===== src/rtl/arb_pkg.sv =====
// Shared arbiter definitions: FSM state encoding and index sizing helper,
// so every arbiter variant sizes its grant index the same way.
package arb_pkg;

  typedef enum logic {ARB_IDLE, ARB_GRANT} arb_state_t;

  // Width of a binary index able to address n requesters (at least 1 bit).
  function automatic int idx_w(input int n);
    return (n <= 2) ? 1 : $clog2(n);
  endfunction

endpackage


===== src/rtl/rr_arbiter_if.sv =====
// Request/grant bundle between requesters and the round-robin arbiter.
//
// Handshake: a requester raises req[i] and keeps it high for as long as it
// uses the resource; the arbiter answers with a registered one-hot gnt, the
// binary gnt_id and gnt_valid. Ownership ends in the cycle the owner drops
// req[i]; gnt_id is meaningful only while gnt_valid is high.
interface rr_arbiter_if #(
  parameter int N     = 8,
  parameter int IDX_W = arb_pkg::idx_w(N)
);
  logic [N-1:0]     req;
  logic [N-1:0]     gnt;
  logic [IDX_W-1:0] gnt_id;
  logic             gnt_valid;

  // Requester side
  modport master (output req, input gnt, input gnt_id, input gnt_valid);
  // Arbiter side
  modport slave  (input req, output gnt, output gnt_id, output gnt_valid);
endinterface


===== src/rtl/rr_prio_enc.sv =====
// Rotating priority encoder: lowest-index-first search over (req & mask)
// starting at ptr and wrapping through N-1 back to 0.
module rr_prio_enc #(
  parameter int N     = 8,
  parameter int IDX_W = arb_pkg::idx_w(N)
) (
  input  logic [N-1:0]     req_i,
  input  logic [N-1:0]     mask_i,
  input  logic [IDX_W-1:0] ptr_i,
  output logic [IDX_W-1:0] win_id_o,
  output logic             win_valid_o
);

  logic [N-1:0]     masked;
  logic [2*N-1:0]   dbl;
  logic [2*N-1:0]   dbl_shift;
  logic [N-1:0]     rot;
  logic [IDX_W-1:0] low_idx;
  logic [IDX_W:0]   sum;

  // Rotate right by ptr, pick the lowest set bit, rotate the index back.
  always_comb begin
    masked    = req_i & mask_i;
    dbl       = {masked, masked};
    dbl_shift = dbl >> ptr_i;
    rot       = dbl_shift[N-1:0];
    low_idx   = '0;
    for (int i = N - 1; i >= 0; i--) begin
      if (rot[i]) low_idx = IDX_W'(i);
    end
    sum = {1'b0, low_idx} + {1'b0, ptr_i};
    if (sum >= (IDX_W+1)'(N)) sum = sum - (IDX_W+1)'(N);
    win_id_o    = sum[IDX_W-1:0];
    win_valid_o = |masked;
  end

endmodule


===== src/rtl/rr_arbiter.sv =====
// Round-robin arbiter with registered one-hot grant, binary grant index and
// an optional hold-time limit that forces rotation under contention.
module rr_arbiter
  import arb_pkg::*;
#(
  parameter int N        = 8,
  parameter int IDX_W    = arb_pkg::idx_w(N),
  parameter int MAX_HOLD = 0
) (
  input  logic               clk,
  input  logic               rst_n,
  rr_arbiter_if.slave        arb_if,
  output arb_state_t         dbg_state_o
);

  // hold_cnt is at least one bit wide even when the limit is disabled.
  localparam int HW = ($clog2(MAX_HOLD + 1) < 1) ? 1 : $clog2(MAX_HOLD + 1);
  localparam bit HOLD_EN = (MAX_HOLD > 0);
  localparam logic [HW-1:0] HOLD_LAST = HOLD_EN ? HW'(MAX_HOLD - 1) : '0;
  localparam logic [HW-1:0] HOLD_SAT  = '1;
  localparam logic [IDX_W-1:0] LAST_IDX = IDX_W'(N - 1);

  arb_state_t       state_q, state_d;
  logic [IDX_W-1:0] ptr_q, ptr_d;
  logic [HW-1:0]    hold_q, hold_d;
  logic [N-1:0]     gnt_q, gnt_d;
  logic [IDX_W-1:0] gnt_id_q, gnt_id_d;
  logic             gnt_valid_q, gnt_valid_d;

  logic [N-1:0]     enc_mask;
  logic             owner_req;
  logic             others_req;
  logic             force_rot;
  logic [IDX_W-1:0] win_id;
  logic             win_valid;

  // Detect forced rotation and mask the current owner out of the search.
  always_comb begin
    owner_req  = arb_if.req[gnt_id_q];
    others_req = |(arb_if.req & ~gnt_q);
    force_rot  = HOLD_EN && (state_q == ARB_GRANT) && owner_req &&
                 (hold_q == HOLD_LAST) && others_req;
    enc_mask   = force_rot ? ~gnt_q : '1;
  end

  rr_prio_enc #(
    .N     (N),
    .IDX_W (IDX_W)
  ) u_enc (
    .req_i       (arb_if.req),
    .mask_i      (enc_mask),
    .ptr_i       (ptr_q),
    .win_id_o    (win_id),
    .win_valid_o (win_valid)
  );

  // Next-state and next-output logic of the grant FSM.
  always_comb begin
    state_d     = state_q;
    ptr_d       = ptr_q;
    hold_d      = hold_q;
    gnt_d       = gnt_q;
    gnt_id_d    = gnt_id_q;
    gnt_valid_d = gnt_valid_q;

    case (state_q)
      ARB_IDLE: begin
        if (win_valid) begin
          state_d     = ARB_GRANT;
          gnt_d       = N'(1) << win_id;
          gnt_id_d    = win_id;
          gnt_valid_d = 1'b1;
          hold_d      = '0;
          ptr_d       = (win_id == LAST_IDX) ? '0 : win_id + 1'b1;
        end
      end
      ARB_GRANT: begin
        if (!owner_req || force_rot) begin
          // Release or forced rotation: hand over in the same cycle if
          // anyone else is waiting, otherwise fall back to idle.
          if (win_valid) begin
            gnt_d       = N'(1) << win_id;
            gnt_id_d    = win_id;
            gnt_valid_d = 1'b1;
            hold_d      = '0;
            ptr_d       = (win_id == LAST_IDX) ? '0 : win_id + 1'b1;
          end else begin
            state_d     = ARB_IDLE;
            gnt_d       = '0;
            gnt_id_d    = '0;
            gnt_valid_d = 1'b0;
            hold_d      = '0;
          end
        end else if (HOLD_EN && (hold_q == HOLD_LAST)) begin
          // Lone owner at the limit keeps the grant; restart the count.
          hold_d = '0;
        end else if (hold_q != HOLD_SAT) begin
          hold_d = hold_q + 1'b1;
        end
      end
      default: begin
        state_d     = ARB_IDLE;
        gnt_d       = '0;
        gnt_id_d    = '0;
        gnt_valid_d = 1'b0;
      end
    endcase
  end

  // State, pointer, hold counter and registered outputs.
  always_ff @(posedge clk or negedge rst_n) begin
    if (!rst_n) begin
      state_q     <= ARB_IDLE;
      ptr_q       <= '0;
      hold_q      <= '0;
      gnt_q       <= '0;
      gnt_id_q    <= '0;
      gnt_valid_q <= 1'b0;
    end else begin
      state_q     <= state_d;
      ptr_q       <= ptr_d;
      hold_q      <= hold_d;
      gnt_q       <= gnt_d;
      gnt_id_q    <= gnt_id_d;
      gnt_valid_q <= gnt_valid_d;
    end
  end

  assign arb_if.gnt       = gnt_q;
  assign arb_if.gnt_id    = gnt_id_q;
  assign arb_if.gnt_valid = gnt_valid_q;
  assign dbg_state_o      = state_q;

endmodule


===== src/flat_wrapper.sv =====
// flat-port wrapper written by rule: the top's interface ports become plain ports
module rr_arbiter_flat import arb_pkg::*;
#(
  parameter int N        = 8,
  parameter int IDX_W    = arb_pkg::idx_w(N),
  parameter int MAX_HOLD = 0
)
  (clk, rst_n, dbg_state_o, arb_if_req, arb_if_gnt, arb_if_gnt_id, arb_if_gnt_valid);
  rr_arbiter_if #(.N(N), .IDX_W(IDX_W)) arb_if_i ();
  input  logic clk;
  input  logic rst_n;
  output arb_state_t dbg_state_o;
  input wire logic [$bits(arb_if_i.req)-1:0] arb_if_req;
  output wire logic [$bits(arb_if_i.gnt)-1:0] arb_if_gnt;
  output wire logic [$bits(arb_if_i.gnt_id)-1:0] arb_if_gnt_id;
  output wire logic [$bits(arb_if_i.gnt_valid)-1:0] arb_if_gnt_valid;
  assign arb_if_i.req = arb_if_req;
  assign arb_if_gnt = arb_if_i.gnt;
  assign arb_if_gnt_id = arb_if_i.gnt_id;
  assign arb_if_gnt_valid = arb_if_i.gnt_valid;
  rr_arbiter #(.N(N), .IDX_W(IDX_W), .MAX_HOLD(MAX_HOLD)) u_core (.clk(clk), .rst_n(rst_n), .arb_if(arb_if_i), .dbg_state_o(dbg_state_o));
endmodule

===== config.mk =====
export PLATFORM = sky130hd
export DESIGN_NAME = rr_arbiter_flat
export DESIGN_NICKNAME = d
export VERILOG_FILES = /design/src/rtl/arb_pkg.sv /design/src/rtl/rr_arbiter_if.sv /design/src/rtl/rr_prio_enc.sv /design/src/rtl/rr_arbiter.sv /design/src/flat_wrapper.sv
export SDC_FILE = /design/constraint.sdc
export NUM_CORES = 1
export LEC_CHECK = 0
export BUFFER_PORTS_ARGS = -buffer_cell sky130_fd_sc_hd__clkbuf_2
export CAP_MARGIN = 20
export CORE_AREA = 2 2 47 60
export CTS_CLUSTER_DIAMETER = 80
export DETAILED_ROUTE_END_ITERATION = 7
export DIE_AREA = 0 0 49 62
export HOLD_SLACK_MARGIN = 0.03
export PLACE_DENSITY = 0.82
export RECOVER_POWER = 100
export SETUP_SLACK_MARGIN = 0.15
export SLEW_MARGIN = 20
export SYNTH_ARGS = -nofsm -noshare
export SYNTH_HDL_FRONTEND = slang
export SYNTH_SLANG_ARGS = --single-unit

===== constraint.sdc =====
create_clock -name clk -period 5.9 [get_ports clk]
set_input_delay 0.885 -clock clk [delete_from_list [all_inputs] [get_ports clk]]
set_output_delay 0.885 -clock clk [all_outputs]
set_load 0.005 [all_outputs]

; ---- After elaboration in Yosys (flattened, before gate mapping)
; Index checks and enable logic that the tools add are counted.
[word_totals]
register_bits = 16
in_bits = 10
out_inout_bits = 13
elab_cells = 47
[op_classes]
add_sub_neg = 3
order_cmp = 2
eq_ne = 3
shifts = 2
mux = 29
bitwise_logic = 1
reduce_logical = 2
[ops]
columns = op, n
row1 = $mux 3, 15
row2 = $mux 8, 3
row3 = $pmux 8 s2, 1
row4 = $shr 16x3->8, 1
row5 = $pmux 3 s2, 2
row6 = $reduce_or 8->1, 1
row7 = $shl 1x3->8 const A, 1
row8 = $mux 1, 5
row9 = $add 3x3->4, 1
row10 = $ge 4x4->1 const B, 1
row11 = $lt 3x4->1 const B, 1
row12 = $ne 2x2->1 const B, 2
row13 = $pmux 1 s2, 2
row14 = $add 3x1->3 const B, 1
row15 = $bmux 1 s3, 1
row16 = $eq 3x3->1 const B, 1
row17 = $sub 3x1->3 const B, 1
row18 = $reduce_and 2->1, 1
row19 = $not 1->1, 1

; ---- Depth between registers and ports, before layout
[logic_depth]
depth_word = 17
mapped_depth = 15
ltp_nobuf = 13

; ---- Modules after synthesis
; From an unflattened synthesis, not the netlist that was laid out.
[unflattened]
cells_unflattened = 149
area_unflattened_um2 = 1497.7
[by_module_without_submodules]
columns = module, n_inst, cells_per_inst, area_per_inst_um2
row1 = rr_arbiter, 1, 64, 835.8
row2 = rr_prio_enc, 1, 85, 661.9

; ---- Worst setup path before layout
; No wires, ideal clock.
[synth_timing]
path_type = in2reg
start = input port arb_if_req[6]
end = register u_core.gnt_q[3], in the netlist u_core.arb_if.gnt[3]
setup_ps = 121
arrival_ps = 3431
slack_ps = 2348
path_stages = 13
path_cell_list = buf_2 -> mux4_2 -> a21oi_1 -> o211ai_1 -> a22oi_1 -> nand2_1 -> ha_1 -> fa_1 -> xnor2_1 -> xnor2_2 -> inv_2 -> ha_1 -> a22o_1
[synth_via]
elab_chain_len = 16
[synth_lines]
columns = element, line_no
row1 = "start, declared", flat_wrapper.sv:13  ; input wire logic [$bits(arb_if_i.req)-1:0] arb_if_req;
row2 = $shr 16x3->8, rr_prio_enc.sv:25  ; dbl_shift = dbl >> ptr_i;
row3 = $mux 3 (8 in a row), rr_prio_enc.sv:29  ; if (rot[i]) low_idx = IDX_W'(i);
row4 = $add 3x3->4, rr_prio_enc.sv:31  ; sum = {1'b0, low_idx} + {1'b0, ptr_i};
row5 = $ge 4x4->1 or $sub 3x1->3 (tied branches), rr_prio_enc.sv:32  ; if (sum >= (IDX_W+1)'(N)) sum = sum - (IDX_W+1)'(N);
row6 = $mux 3, rr_prio_enc.sv:32
row7 = $shl 1x3->8, "rr_arbiter.sv:70, rr_arbiter.sv:82"
row8 = $mux 8, rr_arbiter.sv:81  ; if (win_valid) begin
row9 = $mux 8, rr_arbiter.sv:78  ; if (!owner_req || force_rot) begin
row10 = $pmux 8 s2, rr_arbiter.sv:66  ; case (state_q)
row11 = "end signal, assigned", rr_arbiter.sv:123  ; gnt_q <= gnt_d;
row12 = "end, declared", rr_arbiter.sv:26  ; logic [N-1:0] gnt_q, gnt_d;
; Several ways; a longest one is shown, not always the timed one. The select of a mux whose other input is x is not followed.
; A chain may end at the register's enable or synchronous reset.

; ---- Final worst setup path
[layout_timing]
start = register u_core.ptr_q[1]
end = register u_core.gnt_q[3], in the netlist u_core.arb_if.gnt[3]
[layout_via]
elab_chain_len = 16
[layout_lines]
columns = element, line_no
row1 = "start, declared", rr_arbiter.sv:24  ; logic [IDX_W-1:0] ptr_q, ptr_d;
row2 = "start signal, assigned", rr_arbiter.sv:121  ; ptr_q <= ptr_d;
row3 = $shr 16x3->8, rr_prio_enc.sv:25
row4 = $mux 3 (8 in a row), rr_prio_enc.sv:29
row5 = $add 3x3->4 *, rr_prio_enc.sv:31
row6 = $ge 4x4->1 or $sub 3x1->3 (tied branches), rr_prio_enc.sv:32
row7 = $mux 3 *, rr_prio_enc.sv:32
row8 = $shl 1x3->8 *, "rr_arbiter.sv:70, rr_arbiter.sv:82"
row9 = $mux 8, rr_arbiter.sv:81
row10 = $mux 8, rr_arbiter.sv:78
row11 = $pmux 8 s2 *, rr_arbiter.sv:66
; Every way passes the cells marked *; elsewhere a longest branch is shown, timed or not. The select of a mux whose other input is x is not followed.

==> impl_results.md <==
- Post-Syn Area: 0.00145 mm2
- CTS tree: built
- Syn nets: 179
- Placed cells: 201
- Crit end category: flip-flop
- Starting DRT DRC Count: 65
- WL final: 3300 um
- I/O Buffers: 22
- Top delay family on crit path: flip-flops
- N_diodes: 0
- Area of the die: 0.00304 mm2
- Final #Nets: 189
- Yosys top cell area share: 27.5%
- FP Rows: 21
- Maximum clock rate: 241 MHz
- Combinational power share: 71.3%
- Final hold vios: 0
- Max Cap Viol: 0
- Max Root-Sink Buffers: 2
- Pre-CTS setup slack: 2.07 ns
- Setup ws final: 1.75 ns
- Worst-path clk slew: 0.10 ns
- Internal: 562 uW
- Largest area contributor in the netlist: dfrtp_1
- Synth Area in Simple Gates: 29.6%
- PostCTS Resize Cnt: 0
- Fin Setup TNS: 0 ns
- Area growth, synth to finish: 5.77%
- CTS sink count: 16
- Max Clock Skew: 0.00413 ns
- YS warnings: 0
- Remaining global-route overflow: 0
- DRC viols: 0
- P_leak: 0.652 nW
- Post-route clock period utilization: 70.3%
- Async SR Flop Fraction: 100%
- Initial antenna violation count: 0
- Slowest CP cell: dfrtp_1
- Largest family of logic cells by synthesized area: simple AND/OR/NAND/NOR gates
- Number of synthesized flops with an enable pin: 0
- Worst slew pin tran: 0.970 ns
- Post-synthesis compound-gate area fraction: 17.3%
- Worst-skew pair later-pin latency: 0.29 ns
- Commonest non-fill, non-tap cell in the layout: nor3_1
- Worst EP arrival: 4.33 ns
- Number of global-route vias before repair: 1272
- Synthesized netlist cell count: 162
- Total CTS buffers: 3
- First-pass GRT wire length: 5570 um
- Post-DP HPWL: 2430 um
- Finished Cell Area: 0.00154 mm2
- Distinct cells, synth: 42
- Total track usage: 23.7%
- Final Max Tran Viols: 0
- Post-synthesis mux area share: 9.98%
- Initial Util: 57.0%
- Most frequent cells in the layout: 19 x nor3_1, 16 x dfrtp_1, 14 x clkbuf_2
- Crit path buffers/inverters: 1
- Status: completed
- Sw frac: 49.3%
- Die W: 49 um
- Final critical-path required period: 4.15 ns
- Synth Register Bits: 16
- Final setup vio count: 0
- Cell Chain, Critical Path: mux2i_1 -> mux2i_1 -> a2111o_1 -> a22oi_1 -> nand2_1 -> ha_1 -> fa_1 -> xnor2_1 -> xnor2_1 -> clkinv_1 -> ha_1 -> a22o_1
- Switch Pwr: 546 uW
- Hold Slack: 0.493 ns
- # hold bufs at CTS: 0
- Vias per cell: 6.41
- Crit path max fanout: 32
- Worst EP required: 6.08 ns
- Core box area: 0.00255 mm2
- Xor/xnor share of the synthesized area: 1.72%
- Antenna Nets Post-Route: 0
- Tightest Hold Check Type: flip-flop to flip-flop
- Synth Area in Adders: 6.54%
- Setup Buffers After CTS: 0
- Largest net degree at the start of global routing: 33
- Routed vias: 1315
- Rel. slew slack: 35.3%
- Placer congestion estimate: 0.893
- Top cells by area, synth: dfrtp_1 28%, nor3_1 6.5%, ha_1 5.2%
- Clock root buffer: clkbuf_4
- P per Cell Area: 721 mW/mm2
- RSZ-0062 raised after global routing: false
- Critical path class: flip-flop to flip-flop
- Post-synth top flop: dfrtp_1
- Seq pwr share: 22.1%
- Die height: 62 um
- Mean Syn Cell Area: 8.97 um2
- VDD IR max: 0.698 mV
- Final cell count without fillers: 205
- Clock Power Share: 6.6%
- CP Launch Type: flip-flop
- Placed Instance Area: 0.00152 mm2
- Drt wl/cell: 16.1 um
- Largest stage delay, worst path: 0.99 ns
- H-Tree Depth: 1
- Share of cells above drive strength 1: 18.1%
- # IOs: 23
- TritonRoute pass-1 iters: 5
- Sequential element share of the synthesized area: 27.5%
kinds of logic after synthesis:
family,after synthesis
AOI/OAI and AO/OA,35
xor gates and xnor gates,2
adders and majority gates,7
buffers and inverters,22
DFF,16
muxes,9
and+or+nand+nor,71
power by group through the flow:
stage / clock, mW / sequential [mW] / combinational [mW]
CTS: 0.0735 / 0.244 / 0.812
global placement: 0 / 0.245 / 0.773
detailed placement: 0 / 0.246 / 0.802
global route: 0.0762 / 0.256 / 0.887
finish: 0.0729 / 0.245 / 0.790
floorplan: 0 / 0.192 / 0.695
sequential cells by signal (all words and copies together) (netlist names):
signal / cells
u_core.arb_if.gnt_valid: 1
u_core.ptr_q: 3
u_core.arb_if.gnt: 8
u_core.arb_if.gnt_id: 3
u_core.dbg_state_o: 1
metrics by stage:
| step | util (%) | total power [mW] |
|---|---|---|
| 3_3_place_gp | 59.6 | 1.02 |
| 3_5_place_dp | 59.6 | 1.05 |
| 5_1_grt | 60.3 | 1.22 |
| 4_1_cts | 61.0 | 1.13 |
| 6_report | 60.3 | 1.11 |
| 2_1_floorplan | - | 0.887 |
layer usage:
metal | vias to the layer above | GRT usage [%] | wire length (um)
met2 | 38 | 46.4 | 1740
li1 | 626 | - | -
met3 | 7 | 1.91 | 129
met5 | - | 0 | 0
met4 | 0 | 10.6 | 55
met1 | 644 | 27.1 | 1380
area by class of cell:
cell class | instances | area, um2
Clock buffer | 4 | 36.3
Fill cell | 238 | 1010
Inverter | 5 | 18.8
Multi-Input combinational cell | 124 | 940
Sequential cell | 16 | 400
Tap cell | 34 | 42.5
Timing Repair Buffer | 22 | 100
path summary, 6_finish.rpt:
check / startpoint / depth (start not counted) / to / slack [ns]
min in group asynchronous: rst_n / 1 / u_core.arb_if.gnt[4] / 0.67
setup reg to reg: u_core.ptr_q[1] / 12 / u_core.arb_if.gnt[3] / 1.75
hold reg to reg: u_core.arb_if.gnt_valid / 1 / u_core.arb_if.gnt_valid / 0.49
max in group asynchronous: rst_n / 1 / u_core.arb_if.gnt[5] / 4.71
hold / removal: u_core.arb_if.gnt_valid / 1 / u_core.arb_if.gnt_valid / 0.49
setup / recovery: u_core.ptr_q[1] / 12 / u_core.arb_if.gnt[3] / 1.75
cell usage after synthesis, drive strengths merged, types with 3 or more instances:
cell type,n
nor3,21
dfrtp,16
nand2,12
buf,10
a21oi,9
nor4,9
nor3b,8
a32o,7
clkbuf,7
ha,6
inv,5
nand2b,5
nor2,5
o21ai,5
mux2i,4
mux4,4
a22o,3
a22oi,3
and2,3
nor2b,3
(Power assumes the default switching activity.)
